--- config.mk ---
export PLATFORM = sky130hd
export DESIGN_NAME = mips_multicycle_ctrl
export DESIGN_NICKNAME = d
export VERILOG_FILES = /design/src/rtl/mips_multicycle_ctrl.sv
export SDC_FILE = /design/constraint.sdc
export NUM_CORES = 1
export LEC_CHECK = 0
export CORE_MARGIN = 2
export CORE_UTILIZATION = 41
export CTS_CLUSTER_DIAMETER = 200
export DETAILED_ROUTE_END_ITERATION = 8
export PLACE_DENSITY = 0.86
export SLEW_MARGIN = 20
export SYNTH_ARGS = -nofsm -noshare
export SYNTH_HDL_FRONTEND = slang
export SYNTH_SLANG_ARGS = --single-unit
--- constraint.sdc ---
create_clock -name clk -period 3.8 [get_ports clk]
set_input_delay 0.95 -clock clk [delete_from_list [all_inputs] [get_ports clk]]
set_output_delay 0.95 -clock clk [all_outputs]
set_load 0.05 [all_outputs]
--- src/rtl/mips_multicycle_ctrl.sv ---
// Multicycle MIPS main controller: Moore FSM sequencing fetch/decode/execute
// and driving the ALU datapath selects, ALUControl and write enables.
module mips_multicycle_ctrl #(
  parameter int OP_WIDTH         = 6,
  parameter int FUNCT_WIDTH      = 6,
  parameter int ALUControl_WIDTH = 3
) (
  input  logic                        clk,
  input  logic                        rst_n,
  input  logic [OP_WIDTH-1:0]         Op,
  input  logic [FUNCT_WIDTH-1:0]      Funct,
  input  logic                        Zero_flag,
  output logic                        IorD,
  output logic                        MemWrite,
  output logic                        IRWrite,
  output logic                        RegDst,
  output logic                        MemtoReg,
  output logic                        RegWrite,
  output logic                        ALUSrcA,
  output logic [1:0]                  ALUSrcB,
  output logic [ALUControl_WIDTH-1:0] ALUControl,
  output logic [1:0]                  PCSrc,
  output logic                        PCEn,
  output logic [3:0]                  state,
  output logic                        illegal_instr,
  output logic                        instr_done
);

  typedef enum logic [3:0] {
    S_FETCH  = 4'd0,  S_DECODE = 4'd1,  S_MEMADR = 4'd2,  S_MEMRD  = 4'd3,
    S_MEMWB  = 4'd4,  S_MEMWR  = 4'd5,  S_EXEC   = 4'd6,  S_ALUWB  = 4'd7,
    S_BEQ    = 4'd8,  S_ADDIEX = 4'd9,  S_ADDIWB = 4'd10, S_JUMP   = 4'd11
  } state_t;

  localparam logic [OP_WIDTH-1:0] OP_RTYPE = OP_WIDTH'(6'b000000);
  localparam logic [OP_WIDTH-1:0] OP_LW    = OP_WIDTH'(6'b100011);
  localparam logic [OP_WIDTH-1:0] OP_SW    = OP_WIDTH'(6'b101011);
  localparam logic [OP_WIDTH-1:0] OP_BEQ   = OP_WIDTH'(6'b000100);
  localparam logic [OP_WIDTH-1:0] OP_ADDI  = OP_WIDTH'(6'b001000);
  localparam logic [OP_WIDTH-1:0] OP_J     = OP_WIDTH'(6'b000010);

  localparam logic [ALUControl_WIDTH-1:0] ALU_AND = ALUControl_WIDTH'(3'b000);
  localparam logic [ALUControl_WIDTH-1:0] ALU_OR  = ALUControl_WIDTH'(3'b001);
  localparam logic [ALUControl_WIDTH-1:0] ALU_ADD = ALUControl_WIDTH'(3'b010);
  localparam logic [ALUControl_WIDTH-1:0] ALU_SUB = ALUControl_WIDTH'(3'b100);
  localparam logic [ALUControl_WIDTH-1:0] ALU_MUL = ALUControl_WIDTH'(3'b101);
  localparam logic [ALUControl_WIDTH-1:0] ALU_SLT = ALUControl_WIDTH'(3'b110);

  state_t                        state_q, state_d;
  logic                          funct_ok;
  logic [ALUControl_WIDTH-1:0]   funct_alu;
  logic                          pc_write, branch;

  // NOTE: every variable driven here gets a default first so no path leaves it
  // unassigned, which would infer a latch.
  always_comb begin
    funct_ok  = 1'b1;
    funct_alu = ALU_ADD;
    case (Funct)
      FUNCT_WIDTH'(6'b100100): funct_alu = ALU_AND;
      FUNCT_WIDTH'(6'b100101): funct_alu = ALU_OR;
      FUNCT_WIDTH'(6'b100000): funct_alu = ALU_ADD;
      FUNCT_WIDTH'(6'b100010): funct_alu = ALU_SUB;
      FUNCT_WIDTH'(6'b011000): funct_alu = ALU_MUL;
      FUNCT_WIDTH'(6'b101010): funct_alu = ALU_SLT;
      default:                 funct_ok  = 1'b0;
    endcase
  end

  // NOTE: sequential state uses non-blocking assignment so every flop samples
  // pre-edge values regardless of process ordering.
  always_ff @(posedge clk) begin
    if (!rst_n) state_q <= S_FETCH;
    else        state_q <= state_d;
  end

  always_comb begin
    state_d       = S_FETCH;
    IorD          = 1'b0;
    MemWrite      = 1'b0;
    IRWrite       = 1'b0;
    RegDst        = 1'b0;
    MemtoReg      = 1'b0;
    RegWrite      = 1'b0;
    ALUSrcA       = 1'b0;
    ALUSrcB       = 2'b00;
    ALUControl    = ALU_AND;
    PCSrc         = 2'b00;
    pc_write      = 1'b0;
    branch        = 1'b0;
    illegal_instr = 1'b0;
    instr_done    = 1'b0;

    case (state_q)
      S_FETCH: begin
        ALUSrcB    = 2'b01;
        ALUControl = ALU_ADD;
        IRWrite    = 1'b1;
        pc_write   = 1'b1;
        state_d    = S_DECODE;
      end
      S_DECODE: begin
        // Branch target is precomputed into ALUOut while the opcode decodes.
        ALUSrcB    = 2'b11;
        ALUControl = ALU_ADD;
        case (Op)
          OP_LW, OP_SW: state_d = S_MEMADR;
          OP_RTYPE:     state_d = funct_ok ? S_EXEC : S_FETCH;
          OP_BEQ:       state_d = S_BEQ;
          OP_ADDI:      state_d = S_ADDIEX;
          OP_J:         state_d = S_JUMP;
          default:      state_d = S_FETCH;
        endcase
        if (state_d == S_FETCH) begin
          illegal_instr = 1'b1;
          instr_done    = 1'b1;
        end
      end
      S_MEMADR, S_ADDIEX: begin
        ALUSrcA    = 1'b1;
        ALUSrcB    = 2'b10;
        ALUControl = ALU_ADD;
        if (state_q == S_ADDIEX) state_d = S_ADDIWB;
        else                     state_d = (Op == OP_SW) ? S_MEMWR : S_MEMRD;
      end
      S_MEMRD: begin
        IorD    = 1'b1;
        state_d = S_MEMWB;
      end
      S_MEMWB: begin
        MemtoReg   = 1'b1;
        RegWrite   = 1'b1;
        instr_done = 1'b1;
      end
      S_MEMWR: begin
        IorD       = 1'b1;
        MemWrite   = 1'b1;
        instr_done = 1'b1;
      end
      S_EXEC: begin
        ALUSrcA    = 1'b1;
        ALUControl = funct_alu;
        state_d    = S_ALUWB;
      end
      S_ALUWB: begin
        RegDst     = 1'b1;
        RegWrite   = 1'b1;
        instr_done = 1'b1;
      end
      S_BEQ: begin
        ALUSrcA    = 1'b1;
        ALUControl = ALU_SUB;
        PCSrc      = 2'b01;
        branch     = 1'b1;
        instr_done = 1'b1;
      end
      S_ADDIWB: begin
        RegWrite   = 1'b1;
        instr_done = 1'b1;
      end
      S_JUMP: begin
        PCSrc      = 2'b10;
        pc_write   = 1'b1;
        instr_done = 1'b1;
      end
      default: state_d = S_FETCH;
    endcase

    PCEn  = pc_write | (branch & Zero_flag);
    state = state_q;

    // Reset kills every enable in the same cycle so an abandoned instruction
    // never completes a partial write.
    if (!rst_n) begin
      IorD          = 1'b0;
      MemWrite      = 1'b0;
      IRWrite       = 1'b0;
      RegDst        = 1'b0;
      MemtoReg      = 1'b0;
      RegWrite      = 1'b0;
      ALUSrcA       = 1'b0;
      ALUSrcB       = 2'b00;
      ALUControl    = ALU_AND;
      PCSrc         = 2'b00;
      PCEn          = 1'b0;
      state         = 4'd0;
      illegal_instr = 1'b0;
      instr_done    = 1'b0;
    end
  end

endmodule

==> impl_metrics.csv, run 1 <==
group,metric,value,unit
placement,place_congestion,0.818,
floorplan,num_rows,14,
grt,antenna_found_initial,0,
sta,fin_crit_sh,0.975,
sta,hold_ws,0.710,ns
placement,io_buffers,35,
synthesis,yosysWarnings,0,
drt,wire_per_inst,14.1,um
sta,setup_viol,0,
grt,grt_overflow_total,0,
drt,ant_nets,0,
hold_path,min_path_cells,2,
worst_setup_path,r2r-start,"state_q[0]$_SDFF_PN0_",
worst_setup_path,path_buf_inv,2,
worst_setup_path,path_depth,5,
synthesis,synth-simple-area-share,0.474,
clocking,numCtsBuffers,3,
drt,routed_wl,2.10,mm
worst_setup_path,cp_max_fo,5,
power,peakVddDrop,0.180,mV
clocking,cts_sinks,4,
sta,fmax,270,MHz
worst_setup_path,startpoint,"Funct[5]",
floorplan,core-area,1520,um^2
synthesis,yosysSeqAreaShare,0.120,
flow_run,drv_cap,0,
synthesis,synth_compound_area_frac,0.311,
power,powerDensity,171,nW/um^2
clocking,path_clk_slew,0.04,ns
sta,fin_crit,3.70,ns
worst_setup_path,slowest_stage,"a2111oi_2",
cells_and_area,largest-register,"state_q",
drt,num_vias,879,
clocking,holdBufCountCts,0,
worst_setup_path,rrSetupSlack,2.30,ns
placement,place_hpwl,1.72,mm
floorplan,die_area,1970,um^2
floorplan,start_util,0.438,
run_status,status,"complete, no violations",
sta,hold_viol_final,0,
cells_and_area,largest_reg_flops,4,
sta,clock_skew,0.00818,ns
clocking,postCtsSetupRepairBufs,0,
worst_setup_path,cpLargestDelayFamily,"buffers and inverters",
worst_setup_path,path_cells,"clkdlybuf4s50_1, nor3b_1, nand3_1, a2111oi_2, buf_12",
drt,drt_iter0_drc,17,
synthesis,synthMuxAreaShare,0,
synthesis,synthCells,100,
grt,grt_use_total,0.233,
floorplan,ioPinCount,36,
sta,slew_headroom,0.647,
clocking,clock_path_buffers,2,
synthesis,synth_top_family_by_area,"simple AND/OR/NAND/NOR gates",
sta,finalSetupTns,0,ns
cells_and_area,drive_above_1_share,0.241,
grt,grt_pass1_vias,850,
hold_path,min_from,"state_q[0]$_SDFF_PN0_",
clocking,cts_tree,"built",
synthesis,synth_area,668,um^2
worst_setup_path,max_stage_delay,0.57,ns
worst_setup_path,crit_type,"input pin to output port",
clocking,cts_root_buf,"clkbuf_4",
sta,slew_viol_final,0,
sta,worst_slack,0.0964,ns
synthesis,synthArstFlopShare,0,
worst_setup_path,cp-start-kind,"input pin",
sta,rsz0062_at_grt,"false",
floorplan,die_h,44.4,um
worst_setup_path,end_kind,"output port",
clocking,cts_resized,0,
cells_and_area,nets,150,
placement,place_ws,0.134,ns
clocking,worstSkewPairLatency,0.24,ns
cells_and_area,top_regs,"state_q: 4 flops",
hold_path,hold_class,"register to register",
worst_setup_path,required,2.85,ns
cells_and_area,antenna-diode-count,0,
synthesis,synth_edf_count,0,
synthesis,synthAdderAreaFrac,0,
power,cellLeakagePower,0.416,nW
floorplan,fp.dieW,44.4,um
drt,first_pass_iters,4,
synthesis,ys_ff_latch,4,
synthesis,synth-xor-area-share,0.0393,
synthesis,synth.avg_cell_area,6.68,um^2
synthesis,synth_cell_types,42,
worst_setup_path,cp.arrival,2.75,ns
drt,drc,0,
cells_and_area,syn2layout_area_growth,73.4,%
clocking,htreeDepth,1,
cells_and_area,final_util,0.760,
drt,via_per_inst,5.90,
synthesis,synth.net_count,115,
grt,grt_max_degree,17,
grt,grt_first_pass_wirelength,3.46,mm
worst_setup_path,r2r_cells,4,
sta,tightestPinTransition,0.522,ns
synthesis,ys.flop_type,"dfxtp_1",
hold_path,holdPathEnd,"state_q[3]$_SDFF_PN0_",
worst_setup_path,r2r_end,"state_q[2]$_SDFF_PN0_",
power by group:
group          leakage [nW]  switching, W  internal, W  total (W)
sequential           0.0326    0.00000434    0.0000434  0.0000478
clock                0.0138     0.0000173    0.0000353  0.0000526
combinational         0.369     0.0000529    0.0000450  0.0000979
logic make-up after synthesis:
| group | Yosys count |
|---|---|
| flops | 4 |
| xor+xnor | 3 |
| buf+inv | 9 |
| compound gates | 29 |
| simple gates | 55 |
routing by layer:
metal  track usage  routed length (um)
met4        0.0970                  31
met5             0                   0
met3        0.0122                  69
met2         0.438                1140
met1         0.269                 861
cell type report:
| cell class | count | area (um^2) |
|---|---|---|
| inverters | 3 | 11.3 |
| repair buffers | 36 | 468 |
| clock buffers | 3 | 22.5 |
| multi-input cells | 87 | 557 |
| flip-flops and latches | 4 | 80.1 |
| fillers | 113 | 365 |
| well taps | 16 | 20.0 |
cell usage in the layout, fill, tap and decap left out, types with 4 or more instances in the layout:
cell type / n
dfxtp_1: 4
clkdlybuf4s50_1: 14
nand3_1: 5
buf_12: 13
buf_4: 9
nand2b_1: 5
nand2_1: 6
o21ai_0: 7
nor2_1: 13
nor3_1: 6
tightest hold or removal path: stages (launching register included):
cell and delay (ns):
dfxtp_1 0.43, nand2_1 0.15, a2111oi_0 0.07
how the worst max path moves through the flow:
stage | to | slack [ns]
2_1_floorplan | ALUSrcB[0] | 0.04
3_3_place_gp | ALUControl[1] | 0.27
3_5_place_dp | ALUControl[0] | 0.13
4_1_cts | ALUControl[0] | 0.12
5_1_grt | ALUControl[0] | 0.09
6_report | ALUControl[0] | 0.1
through the flow:
step | total power [W] | instances | cell area [um^2]
finish | 0.000198 | 149 | 1160
global route | 0.000209 | 149 | 1160
CTS | 0.000201 | 149 | 1160
detailed placement | 0.000146 | 146 | 1140
global placement | 0.000143 | 146 | 1140
floorplan | 0.0000979 | 100 | 674
cells in the mapped netlist, types with 2 or more instances:
cell type	number	share of area
o21ai_0	7	0.052
clkbuf_1	3	0.017
inv_1	3	0.017
nor2b_1	2	0.019
dfxtp_1	4	0.12
a2111oi_0	2	0.026
nand3_1	5	0.037
nand2b_1	5	0.047
o21a_1	2	0.022
xnor2_1	2	0.026
o211ai_1	2	0.022
a21boi_0	3	0.034
nor3b_1	2	0.022
a21oi_1	3	0.022
nand3b_1	2	0.022
nor2_1	13	0.073
nand2_1	6	0.034
and2_1	3	0.028
buf_2	3	0.022
nor3_1	6	0.045
No activity file was read; power rests on OpenSTA's default activity.
==> inputs of run 2 (changes only) <==
SLEW_MARGIN = 10   (was 20)
==> results of run 2 <==
The final DEF is identical to that of run 1; final timing and power are the same.
